`src/rtl/keypad_event_gen.sv`:
```
// keypad_event_gen: 4x4 matrix keypad scanner with per-key debounce and press events; AUTO_REPEAT_EN adds a held-key auto-repeat tracker
module keypad_event_gen #(
  parameter int SCAN_DIV      = 50000,
  parameter int DB_SAMPLES    = 5,
  parameter int REPEAT_DELAY  = 125,
  parameter int REPEAT_PERIOD = 25
) (
  input  logic        clk,
  input  logic        reset,
  input  logic [3:0]  col,
  output logic [3:0]  row,
  output logic [15:0] key_level,
  output logic [15:0] key_pulse,
  output logic        key_valid,
  output logic [3:0]  key_code
);
  localparam int DW = $clog2(SCAN_DIV);
  logic [DW-1:0] div;
  logic [1:0]    r;
  logic [3:0]    col_m, col_s, smp;
  logic [3:0]    cnt [16];
  logic [3:0]    cnt_nxt [16];
  logic [15:0]   lvl_nxt, rise, fire, pulse_nxt;
  logic          tick;
  function automatic logic [3:0] lowest(input logic [15:0] m);
    lowest = '0;
    for (int i = 15; i >= 0; i--) if (m[i]) lowest = 4'(i);
  endfunction
  assign tick      = div == DW'(SCAN_DIV - 1);
  assign smp       = ~col_s;
  assign rise      = tick ? lvl_nxt & ~key_level : '0;
  assign pulse_nxt = rise | fire;
  // two-flop synchronizer on the column inputs; idle columns read high
  always_ff @(posedge clk or posedge reset)
    if (reset) {col_s, col_m} <= '1;
    else {col_s, col_m} <= {col_m, col};
  // scan divider and registered one-hot-low row drive, advanced on each tick
  always_ff @(posedge clk or posedge reset)
    if (reset) begin
      div <= '0;
      r   <= '0;
      row <= 4'b1110;
    end else begin
      div <= tick ? '0 : div + DW'(1);
      if (tick) begin
        r   <= r + 2'd1;
        row <= ~(4'b0001 << (r + 2'd1));
      end
    end
  // debounce update for the four keys of the row currently being sampled
  always_comb begin
    lvl_nxt = key_level;
    for (int k = 0; k < 16; k++) cnt_nxt[k] = cnt[k];
    for (int c = 0; c < 4; c++)
      if (smp[c] == key_level[{r, 2'(c)}]) cnt_nxt[{r, 2'(c)}] = '0;
      else if (cnt[{r, 2'(c)}] + 4'd1 == 4'(DB_SAMPLES)) begin
        lvl_nxt[{r, 2'(c)}] = smp[c];
        cnt_nxt[{r, 2'(c)}] = '0;
      end else cnt_nxt[{r, 2'(c)}] = cnt[{r, 2'(c)}] + 4'd1;
  end
`ifdef AUTO_REPEAT_EN
  logic        trk, rep_first, row_hit, fire_now;
  logic [3:0]  trk_code;
  logic [15:0] rep_cnt, lim;
  assign row_hit  = tick && trk && r == trk_code[3:2];
  assign lim      = rep_first ? 16'(REPEAT_DELAY) : 16'(REPEAT_PERIOD);
  assign fire_now = row_hit && ~|rise && lvl_nxt[trk_code] && smp[trk_code[1:0]] && rep_cnt + 16'd1 >= lim;
  assign fire     = fire_now ? 16'b1 << trk_code : '0;
  // repeat tracker: counts frames on the tracked key's row tick, only repeats while the key is physically down
  always_ff @(posedge clk or posedge reset)
    if (reset) begin
      trk       <= 1'b0;
      trk_code  <= '0;
      rep_cnt   <= '0;
      rep_first <= 1'b0;
    end else if (|rise) begin
      trk       <= 1'b1;
      trk_code  <= lowest(rise);
      rep_cnt   <= '0;
      rep_first <= 1'b1;
    end else if (row_hit) begin
      if (!lvl_nxt[trk_code]) trk <= 1'b0;
      else if (fire_now) begin
        rep_cnt   <= '0;
        rep_first <= 1'b0;
      end else rep_cnt <= rep_cnt + 16'd1;
    end
`else
  assign fire = '0;
`endif
  // debounced state commit on ticks and one-cycle event outputs
  always_ff @(posedge clk or posedge reset)
    if (reset) begin
      key_level <= '0;
      key_pulse <= '0;
      key_valid <= 1'b0;
      key_code  <= '0;
      for (int k = 0; k < 16; k++) cnt[k] <= '0;
    end else begin
      key_pulse <= pulse_nxt;
      key_valid <= |pulse_nxt;
      if (|pulse_nxt) key_code <= lowest(pulse_nxt);
      if (tick) begin
        key_level <= lvl_nxt;
        for (int k = 0; k < 16; k++) cnt[k] <= cnt_nxt[k];
      end
    end
endmodule

```
`config.mk`:
```
export PLATFORM = sky130hd
export DESIGN_NAME = keypad_event_gen
export DESIGN_NICKNAME = d
export VERILOG_FILES = /design/src/rtl/keypad_event_gen.sv
export SDC_FILE = /design/constraint.sdc
export NUM_CORES = 1
export LEC_CHECK = 0
export CORE_UTILIZATION = 30
export DETAILED_ROUTE_END_ITERATION = 8
export PLACE_DENSITY = 0.55
export SYNTH_ARGS = -nofsm -noshare
export SYNTH_HDL_FRONTEND = slang
export SYNTH_SLANG_ARGS = --single-unit
```
`constraint.sdc`:
```
create_clock -name clk -period 4.9 [get_ports clk]
set_clock_uncertainty 0.15 [all_clocks]
set_input_delay 0.98 -clock clk [delete_from_list [all_inputs] [get_ports clk]]
set_output_delay 0.98 -clock clk [all_outputs]
set_load 0.02 [all_outputs]
```
# Yosys cells after proc, flatten, opt, wreduce, memory -nomap -nowiden
# Index checks and enable logic that the tools add are counted.
[totals] regBits=131 in_bits=6 out_inout_bits=41
[op_classes] add_sub_neg=6 magnitude_cmp=16 n_eq_ne=9 shift=1 mux=78 bitwise_logic=16 n_reduce_logical=9
[ops] op="2-to-1 mux 64 bit" count=8
[ops] op="bitwise AND 64 bit" count=4
[ops] op="bitwise mux 64 bit" count=4
[ops] op="NOT 64 bit" count=4
[ops] op="2-to-1 mux 16 bit" count=10
[ops] op="2-to-1 mux 4 bit" count=28
[ops] op="binary-select mux 4 bit (select 4 bit)" count=4
[ops] op="bitwise mux 16 bit" count=4
[ops] op="demux 4 bit (select 4 bit)" count=4
[ops] op=">= comparator 5 bit (second input constant)" count=4
[ops] op="< comparator 4 x 5 -> 1 bit (second input constant)" count=4
[ops] op="< comparator 5 x 1 -> 1 bit (second input constant)" count=4
[ops] op="NOT 4 -> 5 bit" count=4
[ops] op="adder 16 x 1 -> 16 bit (second input constant)" count=1
[ops] op="adder 4 x 1 -> 4 bit (second input constant)" count=4
[ops] op="bitwise AND 16 bit" count=1
[ops] op="== test 16 bit (second input constant)" count=1
[ops] op="== test 4 x 3 -> 1 bit (second input constant)" count=4
[ops] op=">= comparator 4 x 1 -> 1 bit (second input constant)" count=4
[ops] op="NOT 16 bit" count=1
[ops] op="OR reduction 16 bit" count=1
[ops] op="binary-select mux 1 bit (select 2 bit)" count=4
[ops] op="demux 1 bit (select 2 bit)" count=4
[ops] op="logical AND 1 bit" count=8
[ops] op="5 further kinds" count=16

# Depth between registers and ports, before layout
# Gate-level depths: netlist (run 1).
[logic_depth] word_depth=35 ltp_mapped=12

# Worst setup path after synthesis (run 1)
# OpenSTA, ideal clock, no wires.
[synth_timing] kind="reg-to-reg" startpoint="register r[0]" endpoint="register key_code[0]" setup_time_ns=0.125 arrival_time_ns=3.099 slack_ns=1.526 stages_incl_launch_ff=12 period_less_slack_ns=3.374 path_cell_list="dfrtp_1 -> buf_6 -> buf_12 -> mux4_2 -> inv_1 -> ha_1 -> or4b_4 -> o2111a_1 -> o32ai_2 -> a211oi_1 -> o311a_1 -> mux2_4"
[synth_between] elab_chain_cells=35
[synth_rtl] item="start: declaration" line_no="19" text="logic [1:0] r;"
[synth_rtl] item="start signal: assignment" line_no="46" text="r <= r + 2'd1;"
[synth_rtl] item="NOT 4 -> 5 bit (not written as such)" line_no="56" text="else if (cnt[{r, 2'(c)}] + 4'd1 == 4'(DB_SAMPLES)) begin"
[synth_rtl] item="binary-select mux 4 bit (select 4 bit)" line_no="56"
[synth_rtl] item="2-to-1 mux 4 bit (not written as such) (2 in series)" line_no="56"
[synth_rtl] item="adder 4 x 1 -> 4 bit" line_no="56"
[synth_rtl] item="== test 4 x 3 -> 1 bit" line_no="56"
[synth_rtl] item="2-to-1 mux 16 bit" line_no="56"
[synth_rtl] item="2-to-1 mux 16 bit" line_no="55" text="if (smp[c] == key_level[{r, 2'(c)}]) cnt_nxt[{r, 2'(c)}] = '0;"
[synth_rtl] item="bitwise mux 16 bit" line_no="57" text="lvl_nxt[{r, 2'(c)}] = smp[c];"
[synth_rtl] item="[... 3 more ...]"
[synth_rtl] item="2-to-1 mux 16 bit" line_no="56"
[synth_rtl] item="2-to-1 mux 16 bit" line_no="55"
[synth_rtl] item="bitwise mux 16 bit" line_no="57"
[synth_rtl] item="2-to-1 mux 16 bit" line_no="56"
[synth_rtl] item="2-to-1 mux 16 bit (*)" line_no="55"
[synth_rtl] item="bitwise AND 16 bit (*)" line_no="31" text="assign rise = tick ? lvl_nxt & ~key_level : '0;"
[synth_rtl] item="2-to-1 mux 16 bit (*)" line_no="31"
[synth_rtl] item="2-to-1 mux 4 bit (16 in series)" line_no="27" text="for (int i = 15; i >= 0; i--) if (m[i]) lowest = 4'(i);"
[synth_rtl] item="end signal: assignment" line_no="102" text="if (|pulse_nxt) key_code <= lowest(pulse_nxt);"
[synth_rtl] item="end: declaration" line_no="15" text="output logic [3:0] key_code"
# Mark *: on every way between the ends. The rest lies on a longest branch, timed or not. The select of a mux whose other input is x is not followed.
# A chain may end at the register's enable or synchronous reset.

# Final worst setup path (run 1)
[layout_timing] startpoint="register div[11]" endpoint="register key_code[0]"
[layout_lines] item="start: declaration" line_no="18" text="logic [DW-1:0] div;"
[layout_lines] item="start signal: assignment" line_no="44" text="div <= tick ? '0 : div + DW'(1);"
[layout_lines] item="== test 16 bit (*)" line_no="29" text="assign tick = div == DW'(SCAN_DIV - 1);"
[layout_lines] item="2-to-1 mux 16 bit (*)" line_no="31"
[layout_lines] item="via pulse_nxt[0]" line_no="23" text="logic [15:0] lvl_nxt, rise, fire, pulse_nxt;"
[layout_lines] item="OR reduction 16 bit / 2-to-1 mux 4 bit (equally long branches)" line_no="102, 27"
# The timed path passes the listed nets; every way through them passes the cells marked *.

==> flow_results.org, run 1 <==
** Clock network
- In this run, CTS created clock tree buffers numbering 17.
- TritonCTS clock tree :: done
- At the later pin of the worst-skew pair, clock insertion delay measures 420 ps.
- Clk buf depth :: 2
- Reg clk slew, reported paths :: 60 ps
- Once the clock tree was built, the resizer swapped 0 gates to a different size.
- Root buf cell :: clkbuf_16
- Deepest level of the CTS H-tree :: 4
- In this run, post-CTS hold repair placed 0 buffers.
- Setup fix buffers added after clock tree synthesis :: 0
- CTS saw 131 sinks.

** Cells and area
- Of the cells placed in the final design, the portion with a size suffix greater than 1 is 14.4%.
- Count of antenna diodes in the layout :: 0
- The final layout contains 685 nets.
- Synth-to-layout area growth :: 21.0%
- After routing the design area is 7860 um^2.

** Die
- Die boundary width :: 149 um
- After floorplanning, the core was divided into 53 placement rows.
- Number of top-level pins :: 47
- Measured along the y axis, the die boundary spans 149 um.
- Overall die area :: 22300 um^2
- The initial utilization of the core area, before any placement, comes to 30.7%.
- Core region area :: 21200 um^2

** Global route
- Global routing used 3.55% of the available met3 tracks.
- Wire length of the first global-routing pass :: 25900 um
- After global routing the overflow that remains totals 0.
- Grt met2 use :: 24.3%
- For this run, the total global-route usage over all layers was measured as 15.2%.
- Global routing used 19.8% of the available met1 tracks.
- Entering global routing, the biggest net connects 115 pins.
- Antenna violations before repair :: 0
- Most used routing layer in global routing :: met2
- Number of global-route vias before repair :: 4861

** Critical path
- The signal on the critical path passes through or4b_1 > nor4_4 > and2_0 > nand2_1 > nor3_1 > a311oi_4 > nand4_2 > mux2_4.
- Setup crit start :: div[11]
- R2r worst-path depth :: 8
- Element type at the critical path end :: flip-flop
- STA puts the critical path data required time at 5040 ps.
- Slowest CP cell :: or4b_1
- Register-to-Register Setup Slack :: 1090 ps
- The critical path is of the flip-flop to flip-flop type.
- For this run, the slowest stage of the critical path takes 620 ps.
- Maximum fanout encountered on the critical timing path :: 9
- Origin of the critical flop-to-flop path :: div[11]
- The worst setup path is launched from a flip-flop.
- Worst endpoint data arrival time :: 3960 ps
- The endpoint identified for the worst register-to-register timing path is key_code[0].

** STA
- The worst path meets setup with 1090 ps of slack.
- The number of hold-slack violations in the final timing report was 0.
- In the finished design, the share of the clock period the worst path needs comes to 77.8%.
- Worst Tran Pin Value :: 796 ps
- Unrepaired setup endpoints after global routing :: false
- For the final routed database, the setup TNS stands at 0 ps.
- Hold is met by 205 ps.
- Relative slew slack :: 46.5%
- For this run, the top clock speed supported by timing is 262 MHz.
- The max-slew violation total from the final report was 0.
- After layout, the minimum clock period comes to 3810 ps.
- Setup violations remaining at the end of the flow were counted as 0.

** Placed design
- Timing analysis after detailed placement gives a worst setup slack of 1080 ps.
- At the end of routability-driven placement, the weighted congestion stood at 0.829.
- Area post-placement :: 7280 um^2
- In this run the tool buffered the top-level ports with 46 buffer cells.
- Detailed placement ended at an HPWL of 11000 um.

** Synth
- Leading register cell type out of synthesis :: dfrtp_1
- Sorting the synthesized cells by area gives the leading types as dfrtp_1, o21ai_0, nand2_1, mux4_2, dfstp_2.
- Mapped Cells :: 611
- Total of warnings raised by yosys :: 0
- Post-synth EDFFs :: 0
- The synthesized netlist occupies a cell area of 6500 um^2.
- Post-synth top area share :: 46.2%
- After synthesis, the share of flip-flops with an asynchronous set or reset is 100%.
- Sequential share of the synthesized area :: 50.7%
- Synthesis inferred 131 register bits.
- Top cell type by total area after synthesis :: dfrtp_1
- Syn_nets :: 634
- In this run, distinct cell masters in the synthesized netlist total 75.
- A synthesized cell averages 10.6 um^2.

** Routing
- Summed over all layers, the routed wires come to 15800 um.
- For this block, the initial DRC count from the detailed router was 262.
- Total DRC errors in the routed layout :: 0
- In the final routed layout, each cell accounts on average for 16.6 um.
- Ratio of routed vias to standard cells :: 5.01
- Before antenna repair, the detailed router went through 4 iterations.
- Via total after detailed routing :: 4758
- Post-DRT Antenna Nets :: 0

** Power and ir drop
- Leakage :: 3.28 nW
- VDD sags by at most 0.000182 V.
- Overall power :: 0.00237 W
- Dividing total power by cell area gives a power density of 301 nW/um^2.

** Job
- The tool flagged a number of max-cap violations equal to 0.

** Min path
- Cell depth of the worst hold path :: 0
- Type of the worst min-delay path :: flip-flop to flip-flop
- The worst hold path begins at col_m[0].
- End of the worst hold path :: col_s[0]

** Status
- The flow ran to the end, and the final reports show no timing, DRC or antenna violations.
## power breakdown
group	internal, W	switching (W)	total [W]	leakage, nW
clock	0.000762	0.000473	0.00124	0.269
sequential	0.00109	0.00000521	0.00109	1.78
combinational	0.00000967	0.0000275	0.0000371	1.23
## metrics by stage
stage | utilization [%] | std cells
final | 37.2 | 950
after global routing | 37.2 | 950
after CTS | 37.2 | 950
after detailed placement | 34.4 | 918
after global placement | 34.4 | 918
after floorplan | - | 611
## critical path: cells and delay by family (launching register included)
| kind | cells | cell delay, ps |
|---|---|---|
| flops | 1 | 440 |
| simple gates | 6 | 2680 |
| compound gates | 1 | 110 |
| mux | 1 | 300 |
## final cells by class
class | count | area, um^2
fillers | 2055 | 13300
flip-flops and latches | 131 | 3290
multi-input cells | 435 | 3010
repair buffers | 57 | 556
clock buffers | 20 | 447
well taps | 275 | 344
clock inverters | 12 | 134
inverters | 20 | 77.6
## cell usage after synthesis, drive strengths merged, types with 3 or more instances
cell type  count
o211ai         3
and3          11
nor2          41
o211a          4
mux4          19
nor4b          3
a21oi         15
or2            4
nor3b          5
clkbuf        19
inv           20
o21ai         89
dfstp         11
nor2b          8
nand4          5
a21bo          3
nand2         95
ha            17
nand2b         4
xor2           5
nor4           7
or3            5
buf            6
nand3         20
a31oi          3
dfrtp        120
xnor2         16
a211oi         3
nor3          13
## worst max path at each step
stage | cells past startpoint | to | slack (ps)
3_5_place_dp | 10 | key_code[0] | 1080
5_1_grt | 9 | key_code[0] | 870
2_1_floorplan | 1 | cnt[0] | 290
6_report | 8 | key_code[0] | 1090
3_3_place_gp | 9 | key_code[0] | 1160
4_1_cts | 10 | key_code[0] | 1060
## metal layers
| metal | wire length [um] | share of wire (%) | vias to the layer above |
|---|---|---|---|
| li1 | - | - | 2275 |
| met1 | 7300 | 46 | 2357 |
| met2 | 7550 | 48 | 105 |
| met3 | 643 | 4.1 | 21 |
| met4 | 289 | 1.8 | 0 |
| met5 | 0 | 0 | - |
## cells by family (layout without fill, tap and decap cells)
family / count (synthesis) / count (layout) / synth area share (%)
AND/OR/NAND/NOR: 235 / 235 / 18.6
AO/OA/AOI/OAI: 140 / 140 / 14.2
flip-flops: 131 / 131 / 50.7
buffers and inverters: 45 / 109 / 3.08
multiplexers: 22 / 22 / 7.37
XOR/XNOR: 21 / 21 / 2.83
adder cells (fa/ha/maj): 17 / 17 / 3.27
## state kept, by name, summed over array words and instances, names as in the netlist
name	cells
cnt	64
col_m	4
col_s	4
div	16
key_code	4
key_level	16
key_pulse	16
key_valid	1
r	2
row	4
## layout by cell type (no fill, tap or decap), types with 16 or more instances in the layout
cell and count:
dfrtp_1 120, nand2_1 95, o21ai_0 86, clkdlybuf4s50_1 46, nor2_1 41, nand3_1 20, inv_1 19, ha_1 17
clkbuf_16 17, xnor2_1 16
No activity file was read; power rests on OpenSTA's default activity.
==> inputs of run 2 (changes only) <==
--- a/config.mk
+++ b/config.mk
@@ -7,7 +7,7 @@
 export LEC_CHECK = 0
 export CORE_UTILIZATION = 30
 export DETAILED_ROUTE_END_ITERATION = 8
-export PLACE_DENSITY = 0.55
+export PLACE_DENSITY = 0.57
 export SYNTH_ARGS = -nofsm -noshare
 export SYNTH_HDL_FRONTEND = slang
 export SYNTH_SLANG_ARGS = --single-unit
==> constraint.sdc (replaced) <==
create_clock -name clk -period 3.2 [get_ports clk]
set_clock_uncertainty 0.15 [all_clocks]
set_input_delay 0.64 -clock clk [delete_from_list [all_inputs] [get_ports clk]]
set_output_delay 0.64 -clock clk [all_outputs]
set_load 0.02 [all_outputs]
==> run 2 against run 1 <==
The flow now finishes with violations (setup timing). Final area is 9.9% higher. Maximum frequency is 18% higher. Wire length is 2.4% higher. First-iteration DRC count is 11% lower. Non-clock buffer count is 79 higher. Critical path depth is 1 higher. Global-route usage is 0.66 points higher. Largest cell class unchanged. Highest routed layer unchanged.
==> flow_results.org, run 2 (same netlist as run 1, synthesis figures left out) <==
** Placed design
- Port buffering added 46 buffers.
- Area post-placement :: 7890 um^2
- Once placement completed, the tool counted placed cells totaling 992.
- Final HPWL DP :: 11400 um
- Final RePlAce weighted congestion :: 0.784
- Setup slack after placement :: -241 ps

** Cells and area
- Summing all non-filler instances in the final layout gives an area of 8640 um^2.
- The library cell used most frequently in the layout, excluding fill and tap cells, is dfrtp_1.
- Multi-input logic area :: 3130 um^2
- In the layout the commonest cells are dfrtp_1, nand2_1, o21ai_0, buf_4, clkdlybuf4s50_1.
- Across the whole layout, storage elements account for 3300 um^2.
- The area growth from synthesis to layout is 33.0%.
- Number of flip-flops in the largest register :: 64
- 0 antenna diodes ended up in the layout.
- Once layout is complete, the cells apart from fillers number 1029.
- Ranked by flip-flop count, first place goes to cnt.
- Measured on the finished design, the core utilization comes to 40.9%.
- At the end of the flow, the number of nets in the layout was 764.
- The filler cells instantiated in the layout total 2017.
- Of the cells placed in the final design, the portion with a size suffix greater than 1 is 27.3%.

** Critical path
- Setup crit start :: r[0]
- Together, buffers and inverters on the worst path number 1.
- Register-to-Register Setup Slack :: -30 ps
- Required time of the critical path :: 3360 ps
- Reg2Reg Capture Point :: key_code[0]
- Following the worst setup path forward leads to its endpoint at key_code[0].
- R2r worst-path depth :: 9
- Element type at the critical path end :: flip-flop
- Slowest CP cell :: mux4_2
- Worst endpoint data arrival time :: 3390 ps
- Class of the most critical setup path :: flip-flop to flip-flop
- Crit path largest cell delay :: 550 ps
- STA classifies the critical path startpoint as a flip-flop.
- In this run the critical register-to-register path is launched from r[0].
- Along the worst path, the maximum fanout reaches 7.
- Crit path cell chain :: buf_12 > mux4_2 > and3_1 > o211a_4 > o211ai_1 > nor3_2 > or3_1 > o311a_1 > mux2_4
- Number of gates on the worst path with buffers counted :: 9
- Family of cells with the greatest summed delay on the critical path :: compound AO/OA/AOI/OAI gates

** Routing
- First-pass iteration count of the detailed router :: 4
- Wire length per cell after detailed routing :: 15.7 um
- Ratio of routed vias to standard cells :: 4.90
- The final layout contains routed wiring with a total length of 16200 um.
- The count of nets left with antenna violations once routing finished came out at 0.
- For this block, the via count after detailed routing is 5039.
- For this run, design rule violations remaining after detail routing come to 0.
- Iteration-0 DRC Markers :: 233

** Clock network
- Sink Count :: 131
- TritonCTS built the clock tree.
- Inserted Clock Buffers :: 17
- The longest clock path from root to sink contains 2 buffers.
- After clock tree synthesis, the clock-pin slew on the worst setup and hold paths is 60 ps.
- CTS placed an instance of clkbuf_16 at the clock tree root.
- Clock latency reported for the late side of the worst-skew pair :: 430 ps
- The H-tree was split into 4 levels.

** STA
- Setup repair after global routing could not meet its margin everywhere.
- Highest Clock Rate :: 310 MHz
- Final hold vios :: 0
- Number of endpoints failing setup at the final stage :: 1
- Final worst-path setup slack :: -28.8 ps
- Count of final max-slew check failures :: 0
- Setup total negative slack on the finished layout was measured at -28.8 ps.
- The final critical path takes up 101% of the cycle.
- Time the worst path needs with I/O delays and setup :: 3230 ps
- Worst Tran Pin Value :: 649 ps
- Relative slew slack :: 56.4%

** Status
- Violations in the final reports :: setup timing
- Result of the run :: complete, but fails checks

** Die
- Y dimension of the die :: 149 um
- The die covers 22300 um^2.
- In this run the standard cell core region covers 21200 um^2.
- Starting density of the core :: 30.7%
- Measured along the x axis, the die boundary spans 149 um.
- Count of standard-cell rows :: 53
- In this run the count of I/O pins placed on the die edge is 47.

** Global route
- Number of global-route vias before repair :: 5011
- Summed over all layers, the global routing overflow is 0.
- Pin count of the biggest net entering global routing :: 54
- Overall routing resource usage :: 15.9%
- The initial antenna violation count was 0.
- Wire length of the first global-routing pass :: 26900 um

** Job
- The tool flagged a number of max-cap violations equal to 0.

** Power and ir drop
- For this design the static power due to leakage is 3.70 nW.
- Fraction of power spent switching nets :: 21.8%
- Internal power comes to 0.00294 W.
- Part of the total power dissipated in the clock network :: 53.8%
- Peak supply drop :: 0.000313 V
- Summed over all nets, the switching power comes to 0.000821 W.
- PD cells :: 436 nW/um^2
- Combinational logic is responsible for 1.7% of the overall power.
- Per report_power, the sequential group accounts for 44.5% of the total.

** Min path
- The min-delay analysis places its worst path in the category flip-flop to flip-flop.
run 2: how the worst min path moves through the flow:
stage / from / endpoint / slack [ps] / cells past startpoint
2_1_floorplan: col_m[0] / col_s[0] / 200 / 0
3_3_place_gp: col_m[2] / col_s[2] / 200 / 0
3_5_place_dp: col_m[2] / col_s[2] / 200 / 0
4_1_cts: col_m[2] / col_s[2] / 210 / 0
5_1_grt: col_m[3] / col_s[3] / 210 / 0
6_report: col_m[2] / col_s[2] / 200 / 0
run 2: timing repair:
action	4_1_cts	5_1_grt
endpoints found under the setup margin	7	6
pin swaps	6	5
buffers inserted	5	0
resized for setup	22	5
hold endpoints to repair	0	0
hold buffers	0	0
run 2: final cells by class:
type | instances | area share (%)
inverter | 20 | 0.912
clock inverter | 13 | 1.98
multi-input combinational | 435 | 36.2
timing repair buffer | 136 | 13.7
tap | 275 | 3.98
clock buffer | 19 | 5.12
sequential | 131 | 38.1
run 2: power groups by stage:
stage / registers (W) / logic [W] / clock network, W
after floorplan: 0.00170 / 0.0000411 / 0
after global placement: 0.00170 / 0.0000668 / 0
after detailed placement: 0.00170 / 0.0000667 / 0
after CTS: 0.00167 / 0.0000682 / 0.00207
after global routing: 0.00167 / 0.0000749 / 0.00216
final: 0.00167 / 0.0000652 / 0.00203
run 2: through the flow:
stage,power [W],hold slack (ps)
3_5_place_dp,0.00177,197
3_3_place_gp,0.00177,196
2_1_floorplan,0.00174,195
5_1_grt,0.00391,213
4_1_cts,0.00381,207
6_report,0.00377,202
run 2: worst register-to-register path, stage by stage (launching register included):
cell	delay [ps]
dfrtp_4	470
buf_12	140
mux4_2	560
and3_1	230
o211a_4	250
o211ai_1	270
nor3_2	80
or3_1	360
o311a_1	350
mux2_4	250
run 2: routing by layer:
metal  share of wire (%)  track usage (%)  vias up
li1                    -                -     2447
met1                  49             22.0     2481
met2                  46             24.3       91
met3                 3.6             3.55       20
met4                 1.6             5.56        0
met5                   0                0        -
==> inputs of run 3 (changes only) <==
--- a/config.mk
+++ b/config.mk
@@ -8,6 +8,7 @@
 export CORE_UTILIZATION = 30
 export DETAILED_ROUTE_END_ITERATION = 8
 export PLACE_DENSITY = 0.57
+export SKIP_LAST_GASP = 1
 export SYNTH_ARGS = -nofsm -noshare
 export SYNTH_HDL_FRONTEND = slang
 export SYNTH_SLANG_ARGS = --single-unit
==> constraint.sdc (replaced) <==
create_clock -name clk -period 3.2 [get_ports clk]
set_clock_uncertainty 0.15 [all_clocks]
set_input_delay 0.8 -clock clk [delete_from_list [all_inputs] [get_ports clk]]
set_output_delay 0.8 -clock clk [all_outputs]
set_load 0.02 [all_outputs]
==> run 3 against run 2 <==
The flow still finishes with violations (setup timing). Global-route usage rose by 0.11 points. First-iteration DRC count fell by 6.0%. Wire length rose by 0.98%. Critical path type unchanged. Total power fell by 4.2%. Critical endpoint unchanged. Clock-buffer cell count rose by 2.
==> flow_results.org, run 3 (same netlist as run 1, synthesis figures left out) <==
** Status
- Result of the run :: complete, but fails checks
- Violations in the final reports :: setup timing

** Placed design
- Area post-placement :: 7970 um^2
- Detailed placement finished with a half-perimeter wire length of 11700 um.
- Number of cells after detailed placement :: 1000
- Final RePlAce weighted congestion :: 0.801
- Port bufs :: 46
- Prior to clock tree synthesis, the placed netlist has a worst setup slack of -237 ps.

** Critical path
- Worst endpoint data arrival time :: 3370 ps
- Crit path largest cell delay :: 530 ps
- Crit path cell chain :: buf_6 > buf_8 > mux4_2 > inv_2 > ha_4 > or4b_4 > o2111a_1 > o32ai_2 > a211oi_1 > o311a_1 > mux2_4
- The critical path is of the flip-flop to flip-flop type.
- The critical path contains buffers and inverters numbering 3 combined.
- Maximum fanout encountered on the critical timing path :: 5
- The worst setup path is captured at a flip-flop.
- Worst setup SP type :: flip-flop
- For the worst setup path, the data required time is 3350 ps.
- The slowest stage of the critical path belongs to the cell mux4_2.
- Grouping stages by cell kind, the critical path spends the most delay in multiplexers.

** Cells and area
- Reg with most FFs :: cnt
- From synthesis to final layout, the design area changed by 34.1%.
- Final standard cell area without fillers :: 8720 um^2
- Of the cells placed in the final design, the portion with a size suffix greater than 1 is 28.2%.
- In the layout the commonest cells are dfrtp_1, nand2_1, buf_4, o21ai_0, clkdlybuf4s50_1.
- Once layout is complete, the cells apart from fillers number 1040.
- Most common cell after layout, fill and taps aside :: dfrtp_1
- Net count of the finished layout :: 775
- Count of antenna diodes in the layout :: 0
- Number of flip-flops in the largest register :: 64
- Share of the core filled with cells in the final layout :: 41.2%

** Power and ir drop
- Leakage :: 3.73 nW
- VDD sags by at most 0.000312 V.
- Total power for the finished layout comes to 0.00361 W.
- PD cells :: 414 nW/um^2

** Clock network
- For the worst-skew pair, the clock arrives at the later sink with an insertion delay of 420 ps.
- The number of clock buffers added by TritonCTS is 17.
- Clock tree synthesis selected as its root buffer the cell clkbuf_16.
- TritonCTS built the clock tree.
- Hold repair after CTS inserted 0 buffers.
- Clk buf depth :: 2
- The H-tree was split into 4 levels.
- Sink Count :: 131
- Clock-pin slew was measured on the worst setup and hold paths at 60 ps.

** Routing
- The routed layout has 5014 vias.
- The detailed router finished its first iteration with 219 violations.
- After detailed routing, the met2 layer carries 7480 um of wire.
- Total DRC errors in the routed layout :: 0
- In the final routed layout, each cell accounts on average for 15.7 um.
- Final Routed Wirelength :: 16300 um
- After detailed routing, the wire length on met1 is 7950 um.
- First-pass iteration count of the detailed router :: 4
- Ratio of routed vias to standard cells :: 4.82
- Post-DRT Antenna Nets :: 0
- Signal routing reaches up to met4.
- Met3 layer wire length in the routed design :: 545 um

** STA
- Number of endpoints failing setup at the final stage :: 1
- Dividing the final minimum period by the clock period gives 100%.
- Setup repair after global routing could not meet its margin everywhere.
- The number of hold-slack violations in the final timing report came to 0.
- Highest Clock Rate :: 311 MHz
- Time the worst path needs with I/O delays and setup :: 3220 ps
- The worst pin sits at a relative slew slack of 56.8%.
- Worst Tran Pin Value :: 642 ps
- Count of final max-slew check failures :: 0
- Final worst-path setup slack :: -15.8 ps

** Die
- Y dimension of the die :: 149 um
- Starting density of the core :: 30.7%
- During I/O placement, the number of pins put on the boundary was 47.
- Core region area :: 21200 um^2
- After floorplanning, the core was divided into 53 placement rows.
- Measured along the x axis, the die boundary spans 149 um.
- The die covers 22300 um^2.

** Global route
- The initial antenna violation count was 0.
- Overall routing resource usage :: 16.0%
- Number of global-route vias before repair :: 5185
- Pin count of the biggest net entering global routing :: 46
- Total congestion overflow :: 0
- Wire length of the first global-routing pass :: 27400 um

** Min path
- The tightest min-delay check is of the flip-flop to flip-flop type.

** Job
- Max-cap violations :: 0
-- run 3: layout make-up --
cell class,count,area (um^2)
repair buffers,147,1300
inverters,20,78.8
flip-flops and latches,131,3290
clock buffers,21,470
clock inverters,11,104
fillers,2016,12400
well taps,275,344
multi-input cells,435,3130
-- run 3: per-stage QoR --
step	hold WS [ps]	setup TNS (ps)
detailed placement	197	-603
global placement	196	-442
floorplan	195	-6.55
global route	209	-272
finish	206	-15.8
CTS	207	-35.9
-- run 3: what timing repair did --
item | 4_1_cts | 5_1_grt
pin swaps | 7 | 7
cloned | 0 | 0
endpoints found under the setup margin | 5 | 5
gates resized for setup | 15 | 15
buffers inserted | 6 | 3
-- run 3: per-layer routing --
layer / track usage (%) / up-vias
li1: - / 2458
met1: 21.9 / 2430
met2: 24.6 / 103
met3: 3.12 / 23
met4: 6.73 / 0
met5: 0 / -
-- run 3: worst register-to-register path, delay by kind of cell (launching register included) --
family                     cells  cell delay [ps]
and+or+nand+nor                1              460
adders and majority gates      1              130
DFF                            1              410
muxes                          2              780
AOI/OAI and AO/OA              4              780
buffers and inverters          3              390
-- run 3: report_power, final --
| part | total, W | internal (W) | leakage [nW] | switching [W] |
|---|---|---|---|---|
| clock network | 0.00187 | 0.00113 | 0.268 | 0.000734 |
| registers | 0.00167 | 0.00167 | 1.78 | 0.00000772 |
| logic | 0.0000666 | 0.0000212 | 1.69 | 0.0000454 |
-- run 3: worst paths after layout --
| check | cells past startpoint | slack, ps | endpoint | startpoint |
|---|---|---|---|---|
| worst min register to register | 0 | 210 | col_s[1] | col_m[1] |
| worst max register to register | 11 | -20 | key_code[0] | r[0] |
| max in group asynchronous | 3 | 1670 | row[3] | reset |
| min in group asynchronous | 2 | 590 | key_code[2] | reset |
| worst min-delay path | 0 | 210 | col_s[1] | col_m[1] |
| worst max-delay path | 11 | -20 | key_code[0] | r[0] |
==> variant, RTL diff (config.mk and constraints of run 3) <==
Take the reset off `key_pulse` and load it in a clocked block of its own.
--- a/src/rtl/keypad_event_gen.sv
+++ b/src/rtl/keypad_event_gen.sv
@@ -94,3 +94,2 @@
       key_level <= '0;
-      key_pulse <= '0;
       key_valid <= 1'b0;
@@ -99,3 +98,2 @@
     end else begin
-      key_pulse <= pulse_nxt;
       key_valid <= |pulse_nxt;
@@ -107,2 +105,6 @@
     end
+
+  always_ff @(posedge clk) begin
+    key_pulse <= pulse_nxt;
+  end
 endmodule
Check against the original RTL: same outputs for any inputs over 10 cycles, from zero or initial values and one cycle with reset high; that may be too few to reach the edited logic, so the function may still have changed.
==> variant against run 3 <==
- the run still ends with setup timing left
- critical endpoint unchanged
- highest routed layer unchanged
- largest cell class unchanged
- count of clock-buffer cells in the layout up 1
- cell area down 2.2%
- total power up 3.4%
- maximum frequency down 4.7%
- setup slack worse by 0.16 ns
- sequential cell count unchanged
- synthesized area down 1.8%
- clock power up 6%
- routed wire length down 1.9%
- critical path type unchanged
==> variant: results (changes against run 3) <==
The run finished, with violations left. The checks that failed: setup timing. The proportion of register bits with asynchronous set or reset after synthesis is 87.79% (-12 points).

The fraction of the yosys area taken by sequential cells is 50.31% (-0.34 points). Number of iterations in the first detailed-routing pass: 5 (+1). The run gives 5050 (-2.6%) as the via count of the first global-routing pass. In the post-synthesis netlist, the biggest area contributors are dfrtp_1, o21ai_0, nand2_1. Mux cell area share after synthesis: 8.683% (+1.3 points).

Worst IR drop on VDD: 0.3555 mV (+14%). The run gives 48 (+4.3%) as the largest net degree at the start of global routing. The logs give -0.2230 ns (+0.01412 ns) for the placement-stage worst setup slack and 2023 (+0.35%) for the layout filler cell count. The synthesized area divided by synthesized cell count works out to 10.45 um^2 (-1.8%). The logs give 24.48% (-0.10 points) for the met2 usage and 0.002965 W (+5.2%) for the design internal power. The biggest fanout along the worst timing path was 6 (+1); the count of placed standard cells including taps was 978 (-2.2%). The routed wire length was 16020 um (-1.9%). The critical path arrival was 3.52 ns (+0.15 ns). The detailed-route wire length per cell was 15.64 um (-0.37%); the power density normalized to cell area was 437.6 nW/um^2 (+5.7%). The core occupancy in the finished layout was 41.44% (+0.24 points). The XOR/XNOR share of the synthesized area was 3.018% (+0.19 points). After synthesis, the most frequently instantiated cells are nand2_1, dfrtp_1, o21ai_0. The max-slew headroom at the worst pin is 57.50% (+0.71 points), and the met1 global-route usage is 21.74% (-0.14 points). The wire length of the first global-routing pass was 26550 um (-3.1%). The worst hold margin is 0.2049 ns (-0.001092 ns), and the standard cell area after detailed placement is 7717 um^2 (-3.2%).

For the amount of wire on met3 after detailed routing, the log shows 662 um (+21%). The total global routing track utilization came out at 15.58% (-0.40 points). The total half-perimeter wirelength after legalization and detailed placement came out at 11290 um (-3.6%). The count of vias placed by the detailed router is 4967 (-0.94%), and the static leakage power is 3.687 nW (-1.3%). The tools report the start point of the worst min-delay path as col_m[2]$_DFF_PP1_. The path with the worst hold slack has its endpoint at col_s[2]$_DFF_PP1_. For the count of endpoints failing setup in the final report, the log shows 2 (+1).

The run gives -0.1760 ns (-0.1602 ns) as the final worst setup slack. The number of cells traversed by the worst register-to-register path was 12 (+1).
==> variant: cell types whose count changed in the layout (fill, tap and decap cells not counted), moves of 5 or more <==
cell / delta
dfxtp_1: +16
dfrtp_1: -15
nand3_1: -12
a31oi_1: +11
nand2_1: +10
inv_1: +8
and3_1: -7
mux4_1: +6
mux4_2: -6
and2_1: +5
==> variant: cell families after synthesis <==
group | after synthesis
AO/OA/AOI/OAI | 150
XOR/XNOR | 22
adder cells (fa/ha/maj) | 17
buffers and inverters | 54
flip-flops | 131
multiplexers | 27
AND/OR/NAND/NOR | 210
==> variant: layout make-up <==
type,count,area share (%)
inverter,25,1.145
clock buffer,22,5.565
tap,270,3.965
multi-input combinational,426,35.67
clock inverter,9,1.512
sequential,131,37.69
timing repair buffer,141,14.45
==> variant: what timing repair did <==
item	4_1_cts	5_1_grt
setup endpoints to repair	3	5
hold buffers	0	0
setup buffers	7	8
pin swaps	2	9
resized for setup	6	19
